[src/rtl/kanji_mem_responder_pkg.sv]
// Shared types and constants for the Kanji/Hangul font-ROM memory responder.
package kanji_mem_responder_pkg;

   typedef enum logic [1:0] {
      IDLE = 2'd0,
      REQ  = 2'd1,
      DONE = 2'd2
   } resp_state_t;

   localparam logic [7:0] KANJI_FILL_BYTE = 8'hFF;

   // Byte lane select inside a 16-bit SDRAM word: low byte is the even address.
   function automatic logic [7:0] sel_byte(input logic [15:0] word, input logic hi);
      return hi ? word[15:8] : word[7:0];
   endfunction

endpackage

[src/rtl/kanji_mem_responder_hit_buf.sv]
// One-word hit buffer: holds the last fetched SDRAM word and reports a hit
// when the requested word address matches.
module resp_hit_buf
   import kanji_mem_responder_pkg::*;
(
   input  logic        clk,
   input  logic        reset,
   input  logic        load,
   input  logic [25:0] load_addr,
   input  logic [15:0] load_word,
   input  logic        invalidate,
   input  logic [25:0] cmp_addr,
   input  logic        cmp_byte_hi,
   output logic        hit,
   output logic [7:0]  hit_byte
);

   logic        buf_valid_q, buf_valid_d;
   logic [25:0] buf_addr_q,  buf_addr_d;
   logic [15:0] buf_word_q,  buf_word_d;

   always_comb begin
      // NOTE: every variable gets a default first so no path leaves it unassigned (no latch).
      buf_valid_d = buf_valid_q;
      buf_addr_d  = buf_addr_q;
      buf_word_d  = buf_word_q;
      if (load) begin
         buf_valid_d = 1'b1;
         buf_addr_d  = load_addr;
         buf_word_d  = load_word;
      end
      // Invalidate wins over a coincident load: the word is kept but never matches.
      if (invalidate) begin
         buf_valid_d = 1'b0;
      end
   end

   always_ff @(posedge clk or negedge reset) begin
      // NOTE: sequential state uses non-blocking assignments so all flops update together.
      if (!reset) begin
         buf_valid_q <= 1'b0;
         buf_addr_q  <= '0;
         buf_word_q  <= '0;
      end else begin
         buf_valid_q <= buf_valid_d;
         buf_addr_q  <= buf_addr_d;
         buf_word_q  <= buf_word_d;
      end
   end

   assign hit      = buf_valid_q && (buf_addr_q == cmp_addr);
   assign hit_byte = sel_byte(buf_word_q, cmp_byte_hi);

endmodule

[src/rtl/kanji_mem_responder.sv]
// Services font-ROM byte reads from a 16-bit SDRAM port, stalling the CPU
// via wait_n during a fetch, with a one-word hit buffer and a fetch timeout.
module kanji_mem_responder
   import kanji_mem_responder_pkg::*;
#(
   parameter int TIMEOUT = 255
) (
   input  logic        clk,
   input  logic        reset,
   input  logic        ram_cs,
   input  logic [26:0] ram_addr,
   input  logic        invalidate,
   output logic        mem_req,
   output logic [25:0] mem_addr,
   input  logic        mem_ack,
   input  logic [15:0] mem_data,
   output logic [7:0]  data_out,
   output logic        wait_n,
   output logic        timeout_err
);

   localparam logic [7:0] TMO_CNT = 8'(TIMEOUT);

   resp_state_t state_q, state_d;
   logic        cs_q;
   logic [26:0] req_addr_q, req_addr_d;
   logic [7:0]  data_out_q, data_out_d;
   logic [7:0]  cnt_q, cnt_d;
   logic        timeout_err_q, timeout_err_d;

   logic        cs_rise;
   logic        tmo;
   logic        buf_hit;
   logic [7:0]  buf_byte;
   logic        buf_load;

   assign cs_rise = ram_cs && !cs_q;
   assign tmo     = (cnt_q == TMO_CNT);

   resp_hit_buf u_hit_buf (
      .clk         (clk),
      .reset       (reset),
      .load        (buf_load),
      .load_addr   (req_addr_q[26:1]),
      .load_word   (mem_data),
      .invalidate  (invalidate),
      .cmp_addr    (ram_addr[26:1]),
      .cmp_byte_hi (ram_addr[0]),
      .hit         (buf_hit),
      .hit_byte    (buf_byte)
   );

   always_ff @(posedge clk or negedge reset) begin
      if (!reset) begin
         state_q       <= IDLE;
         cs_q          <= 1'b0;
         req_addr_q    <= '0;
         data_out_q    <= KANJI_FILL_BYTE;
         cnt_q         <= '0;
         timeout_err_q <= 1'b0;
      end else begin
         state_q       <= state_d;
         cs_q          <= ram_cs;
         req_addr_q    <= req_addr_d;
         data_out_q    <= data_out_d;
         cnt_q         <= cnt_d;
         timeout_err_q <= timeout_err_d;
      end
   end

   // An aborted CPU cycle (ram_cs already low) skips DONE on completion.
   always_comb begin
      state_d = state_q;
      case (state_q)
         IDLE:    if (cs_rise) state_d = buf_hit ? DONE : REQ;
         REQ:     if (mem_ack || tmo) state_d = ram_cs ? DONE : IDLE;
         DONE:    if (!ram_cs) state_d = IDLE;
         default: state_d = IDLE;
      endcase
   end

   always_comb begin
      req_addr_d    = req_addr_q;
      data_out_d    = data_out_q;
      cnt_d         = '0;
      timeout_err_d = timeout_err_q;
      buf_load      = 1'b0;
      case (state_q)
         IDLE: begin
            if (cs_rise) begin
               req_addr_d = ram_addr;
               if (buf_hit) data_out_d = buf_byte;
            end
         end
         REQ: begin
            if (mem_ack) begin
               buf_load   = 1'b1;
               data_out_d = sel_byte(mem_data, req_addr_q[0]);
            end else if (tmo) begin
               data_out_d    = KANJI_FILL_BYTE;
               timeout_err_d = 1'b1;
            end else begin
               cnt_d = cnt_q + 8'd1;
            end
         end
         default: ;
      endcase
   end

   // wait_n drops combinationally on a missing edge so the CPU stalls in that same cycle.
   always_comb begin
      mem_req     = (state_q == REQ);
      mem_addr    = req_addr_q[26:1];
      data_out    = data_out_q;
      timeout_err = timeout_err_q;
      wait_n      = !(reset && (((state_q == IDLE) && cs_rise && !buf_hit) ||
                                (state_q == REQ)));
   end

endmodule
[config.mk]
export PLATFORM = sky130hd
export DESIGN_NAME = kanji_mem_responder
export DESIGN_NICKNAME = d
export VERILOG_FILES = /design/src/rtl/kanji_mem_responder_pkg.sv /design/src/rtl/kanji_mem_responder_hit_buf.sv /design/src/rtl/kanji_mem_responder.sv
export SDC_FILE = /design/constraint.sdc
export NUM_CORES = 1
export LEC_CHECK = 0
export CAP_MARGIN = 20
export CORE_ASPECT_RATIO = 2
export CORE_MARGIN = 4
export CORE_UTILIZATION = 38
export DETAILED_ROUTE_END_ITERATION = 7
export GPL_ROUTABILITY_DRIVEN = 0
export GPL_TIMING_DRIVEN = 0
export PLACE_DENSITY = 0.68
export SLEW_MARGIN = 15
export SYNTH_ARGS = -nofsm -noshare
export SYNTH_HDL_FRONTEND = slang
export SYNTH_HIERARCHICAL = 1
export SYNTH_SLANG_ARGS = --single-unit
[constraint.sdc]
create_clock -name clk -period 4.9 [get_ports clk]
set_clock_uncertainty 0.2 [all_clocks]
set_input_delay 0.49 -clock clk [delete_from_list [all_inputs] [get_ports clk]]
set_output_delay 0.49 -clock clk [all_outputs]
set_load 0.005 [all_outputs]
Word level (Yosys, flattened, before mapping)
Index checks and enable logic that the tools add are counted.
- bits in registers: 90
- output and inout port bits: 37
- memories kept: 0
- latch bits: 0
- ROM bits: 0
- RAM bits: 0
- word-level logic and storage cells: 57
- equality and inequality tests: 9
- shifts and indexed selects: 0
- reductions and logical operators: 17
- div/mod/pow operators: 0
- add/subtract/negate cells: 1
- mux-type cells: 20
- bitwise operators: 1
- order comparisons: 0
- multipliers: 0
- operators by type and width (cell ; count):
    $mux 8 ; 9
    $eq 26x26->1 ; 1
    $pmux 8 s2 ; 1
    $mux 2 ; 5
    $add 8x1->8 const B ; 1
    $eq 8x8->1 const B ; 1
    $ne 2x2->1 const B ; 3
    $pmux 2 s3 ; 1
    $reduce_and 3->1 ; 2
    $logic_and 1x1->1 ; 5
    $mux 1 ; 4
    $reduce_and 4->1 ; 1
    $reduce_bool 2->1 ; 2
    $logic_not 1->1 ; 3
    $ne 3x1->1 const B ; 1
    $eq 2x1->1 const B ; 1
    $eq 2x2->1 const B ; 1
    $logic_not 2->1 ; 1
    $logic_or 1x1->1 ; 2
    $ne 2x1->1 const B ; 1
    $reduce_and 2->1 ; 1
    $not 1->1 ; 1

Longest topological paths before layout
- depth after elaboration: 7
- mapped depth: 8
- gate-level depth less buffers: 8

Modules after synthesis
The synthesis kept the hierarchy.
- modules (own cells, without submodules) (module ; seq. area each (um2) ; cells an instance ; times used ; area an instance (um2)):
    kanji_mem_responder ; 1186.1 ; 180 ; 1 ; 2238.4
    resp_hit_buf ; 1076.0 ; 136 ; 1 ; 1960.6

Worst setup path after synthesis
Ideal clock, no wire load.
- kind: in2reg
- start point: in ram_addr[16]
- end point: reg data_out_q[0], in the netlist data_out[0]
- data arrival time: 2.326 ns
- stages on the path: 8
- path slack: 2.300 ns
- data required time: 4.625 ns
- path through: xnor2_1 nand4_1 or4_1 nor4_2 nand3b_1 a21oi_1 nand2_8 mux2i_1
- longest elaborated chain between the ends: 4
- ends and longest elaborated chain (element ; line ; text):
    start: declaration ; kanji_mem_responder.sv:11 ; input logic [26:0] ram_addr,
    $eq 26x26->1 ; kanji_mem_responder_hit_buf.sv:51 ; assign hit = buf_valid_q && (buf_addr_q == cmp_addr);
    $logic_and 1x1->1 ; kanji_mem_responder_hit_buf.sv:51 ;
    net buf_hit ; kanji_mem_responder.sv:33 ; logic buf_hit;
    $ne 2x2->1 (no line) ; -- ;
    $reduce_and 4->1 (no line) ; -- ;
    end signal: assignment ; kanji_mem_responder.sv:65 ; data_out_q <= data_out_d;
    end: declaration ; kanji_mem_responder.sv:27 ; logic [7:0] data_out_q, data_out_d;
The timed path passes the listed nets, and every way through them passes these cells.
A chain may end at the register's enable or synchronous reset.

Final worst setup path
- start point: in ram_addr[14]
- end point: out wait_n
- longest elaborated chain between the ends: 7
- ends and longest elaborated chain (element ; line ; text):
    $eq 26x26->1 ; kanji_mem_responder_hit_buf.sv:51 ;
    $logic_and 1x1->1 ; kanji_mem_responder_hit_buf.sv:51 ;
    net buf_hit ; kanji_mem_responder.sv:33 ;
    $logic_not 1->1 ; kanji_mem_responder.sv:116 ; wait_n = !(reset && (((state_q == IDLE) && cs_rise && !buf_hit) ||
    $logic_and 1x1->1 ; kanji_mem_responder.sv:116 ;
    $logic_or 1x1->1 ; kanji_mem_responder.sv:116 ;
    $logic_and 1x1->1 ; kanji_mem_responder.sv:116 ;
    $logic_not 1->1 ; kanji_mem_responder.sv:116 ;
    end: declaration ; kanji_mem_responder.sv:18 ; output logic wait_n,
The timed path passes the listed nets, and every way through them passes these cells.

==> impl_metrics.env <==
export IMPL_global_route_wire_length_before_repair_mm=14.7
export IMPL_slew_limit_headroom_pct=50.6
export IMPL_worst_r2r_setup_slack_ns=2.02
export IMPL_final_layout_size_suffix_gt1_share_pct=34.4
export IMPL_synthTopCellsByArea="sky130_fd_sc_hd__dfrtp_1 49%, sky130_fd_sc_hd__mux2_2 23%, sky130_fd_sc_hd__xnor2_1 6.0%"
export IMPL_number_of_enable_flip_flop_cells_after_synthesis=0
export IMPL_crit_arrival_ns=3.13
export IMPL_pin_count_of_the_biggest_net_entering_global_routing=50
export IMPL_netlist_top_cells_count="85 x sky130_fd_sc_hd__mux2_2, 82 x sky130_fd_sc_hd__dfrtp_1, 29 x sky130_fd_sc_hd__xnor2_1, 28 x sky130_fd_sc_hd__buf_4, 12 x sky130_fd_sc_hd__inv_1"
export IMPL_std_cell_rows=54
export IMPL_design_die_area_um2=12900
export IMPL_antenna_found_initial=0
export IMPL_critPathKind="in -> out"
export IMPL_routed_wire_length_per_instance_um=16.4
export IMPL_timing_worst_slew_pin_value_ns=0.740
export IMPL_synth_distinct_cells=29
export IMPL_total_leakage_power_nw=2.32
export IMPL_ys_dominant_reg_cell="sky130_fd_sc_hd__dfrtp_1"
export IMPL_synth_mux_area_share_pct=24.7
export IMPL_synthAdderAreaFrac_pct=0.298
export IMPL_htreeDepth=3
export IMPL_multi_input_comb_area_um2=1640
export IMPL_detailedPlace_worstSlack_ns=1.01
export IMPL_drt_initial_drc_count=84
export IMPL_grt_util_met2_pct=27.4
export IMPL_grt_setup_unrepaired="no"
export IMPL_global_route_usage_total_pct=15.5
export IMPL_clock_latency_ns=0.34
export IMPL_status="finished clean"
export IMPL_dp_hpwl_mm=6.80
export IMPL_numClockSinks=90
export IMPL_hold_path_startpoint="cnt_q[0]"
export IMPL_numPortBuffers=84
export IMPL_mappedNetlistArea_um2=4200
export IMPL_fin_nets=462
export IMPL_detail_route_vias_per_cell=4.72
export IMPL_post_cts_setup_buffers=0
export IMPL_drtPass1Iterations=4
export IMPL_yosys_register_bits=90
export IMPL_postCtsResizedCells=0
export IMPL_synthMostInstantiatedCell="sky130_fd_sc_hd__mux2_2"
export IMPL_regToRegStartpoint="u_hit_buf/buf_addr_q[13]"
export IMPL_design_portCount=85
export IMPL_drv_max_cap_violation_count=0
export IMPL_hp_class="reg -> reg"
export IMPL_syn_avg_cell_area_um2=13.3
export IMPL_synth_nets=365
export IMPL_placeableCoreArea_um2=10900
export IMPL_fillCellCount=980
export IMPL_dominant_combinational_cell_family_by_area_after_synthesis="multiplexers"
export IMPL_post_synth_top_area_cell="sky130_fd_sc_hd__dfrtp_1"
export IMPL_netlist_area_leader_share_pct=48.9
export IMPL_grt_use_met3_pct=4.03
export IMPL_setup_violations_final=0
export IMPL_vdd_drop_max_mv=0.271
export IMPL_tritoncts="done"
export IMPL_post_route_min_period_ns=3.82
export IMPL_floorplan_initialDensity_pct=38.6
export IMPL_met1_usage_grt_pct=17.1
export IMPL_synth_yosys_warnings=6
export IMPL_die_width_um=82.3
export IMPL_cts_hold_fix_buffers=1
export IMPL_route_detailed_drc=0
export IMPL_timing_critical_path_to_type="primary output"
export IMPL_synth_compound_area_share_pct=2.26
export IMPL_area_sequential_um2=2260
export IMPL_final_max_slew_viol_count=0
export IMPL_synth_simple_gate_area_share_pct=5.13
export IMPL_startpoint="ram_addr[14]"
export IMPL_worst_setup_hold_path_clk_slew_ns=0.06
export IMPL_cts_buffers_inserted=9
export IMPL_dieHeight_um=157
export IMPL_busiest_layer="met2"
export IMPL_postRouteAntennaNets=0
export IMPL_timing_final_ws_setup_ns=1.08
export IMPL_hold_viol_final=0
export IMPL_cp_max_fo=4
export IMPL_diodes=0
export IMPL_period_share_pct=77.9
export IMPL_grt_pass1_vias=2890
export IMPL_required_time_of_the_critical_path_ns=4.21
export IMPL_route_final_wire_length_mm=9.13
export IMPL_area_delta_synth_final_pct=32.1
export IMPL_power_mw=2.92
export IMPL_grt_ovfl_total=0
export IMPL_route_vias_total=2635
export IMPL_setup_tns_final_ns=0
export IMPL_clk_path_buf_depth=2
export IMPL_yosysSeqAreaShare_pct=53.9
export IMPL_timing_fmax_mhz=262
export IMPL_pwrdens_nw_per_um2=527
export IMPL_area_share_of_xor_xnor_cells_in_the_synthesized_design_pct=6.67
export IMPL_syn_inst=316
export IMPL_worstSetupStartpointType="input port"
export IMPL_synthArstFlopShare_pct=100
export IMPL_ctsRootBufferMaster="sky130_fd_sc_hd__clkbuf_16"
cell families after synthesis:
kind of cell    count (synthesis)
compound gates                 14
xor+xnor                       32
flops                          90
simple gates                   36
mux                            93
fa+ha+maj                       1
buf+inv                        50
per-layer routing:
metal  vias up  wire, um
li1       1255         -
met1      1313      3410
met2        57      5170
met3        10       392
met4         0       153
met5         -         0
power by group:
part | internal, mW | switching, mW | leakage, nW
logic | 0.679 | 0.323 | 1.11
clock network | 0.396 | 0.289 | 0.135
registers | 1.06 | 0.178 | 1.08
path summary, 6_finish.rpt:
check	to	cells past startpoint
min reg2reg	cnt_q[0]	1
min	cnt_q[0]	1
max reg2reg	data_out[0]	8
min in group asynchronous	u_hit_buf/buf_word_q[5]	2
max	wait_n	8
max in group asynchronous	data_out[3]	3
worst max-delay path: stages:
cell,delay [ns]
sky130_fd_sc_hd__clkdlybuf4s50_1,0.44
sky130_fd_sc_hd__xnor2_1,0.23
sky130_fd_sc_hd__nand4_1,0.18
sky130_fd_sc_hd__or4_1,0.55
sky130_fd_sc_hd__nor4_2,0.44
sky130_fd_sc_hd__nor2_1,0.10
sky130_fd_sc_hd__o21ai_0,0.18
sky130_fd_sc_hd__clkdlybuf4s50_1,0.53
registers in the layout (all words and copies together), names as in the netlist:
register               count
cnt_q                      8
cs_q                       1
data_out                   8
req_addr_q                27
state_q                    2
timeout_err                1
u_hit_buf/buf_addr_q      26
u_hit_buf/buf_valid_q      1
u_hit_buf/buf_word_q      16
final cells by class:
| class | count | area share [%] |
|---|---|---|
| inverters | 12 | 0.812 |
| well taps | 140 | 3.16 |
| plain buffers | 38 | 4.54 |
| multi-input cells | 176 | 29.6 |
| flip-flops and latches | 90 | 40.8 |
| repair buffers | 86 | 15.8 |
| clock buffers | 10 | 4.13 |
| clock inverters | 6 | 1.20 |
cell usage in the layout (no fill, tap or decap), types with 2 or more instances in the layout:
cell type	n
sky130_fd_sc_hd__mux2_2	85
sky130_fd_sc_hd__clkdlybuf4s50_1	83
sky130_fd_sc_hd__dfrtp_1	82
sky130_fd_sc_hd__xnor2_1	29
sky130_fd_sc_hd__buf_4	29
sky130_fd_sc_hd__inv_1	12
sky130_fd_sc_hd__nor2_1	11
sky130_fd_sc_hd__clkbuf_16	9
sky130_fd_sc_hd__clkbuf_1	8
sky130_fd_sc_hd__o22ai_1	8
sky130_fd_sc_hd__mux2i_1	8
sky130_fd_sc_hd__dfstp_2	8
sky130_fd_sc_hd__nand4_1	6
sky130_fd_sc_hd__nand3_1	5
sky130_fd_sc_hd__and3_1	4
sky130_fd_sc_hd__buf_2	3
sky130_fd_sc_hd__xor2_1	3
sky130_fd_sc_hd__clkinvlp_4	3
sky130_fd_sc_hd__nor2b_1	2
sky130_fd_sc_hd__o21ai_0	2
sky130_fd_sc_hd__a21oi_1	2
through the flow:
step / hold WS [ns] / instance area, um2 / util, % / std cells
after global placement: 0.236 / 5220 / 47.9 / 540
after CTS: 0.262 / 5550 / 51.0 / 558
final: 0.261 / 5550 / 51.0 / 558
after detailed placement: 0.253 / 5240 / 48.2 / 541
after floorplan: -0.00559 / 4200 / - / 316
after global routing: 0.289 / 5550 / 51.0 / 558
Power figures use the tool's default switching activity.
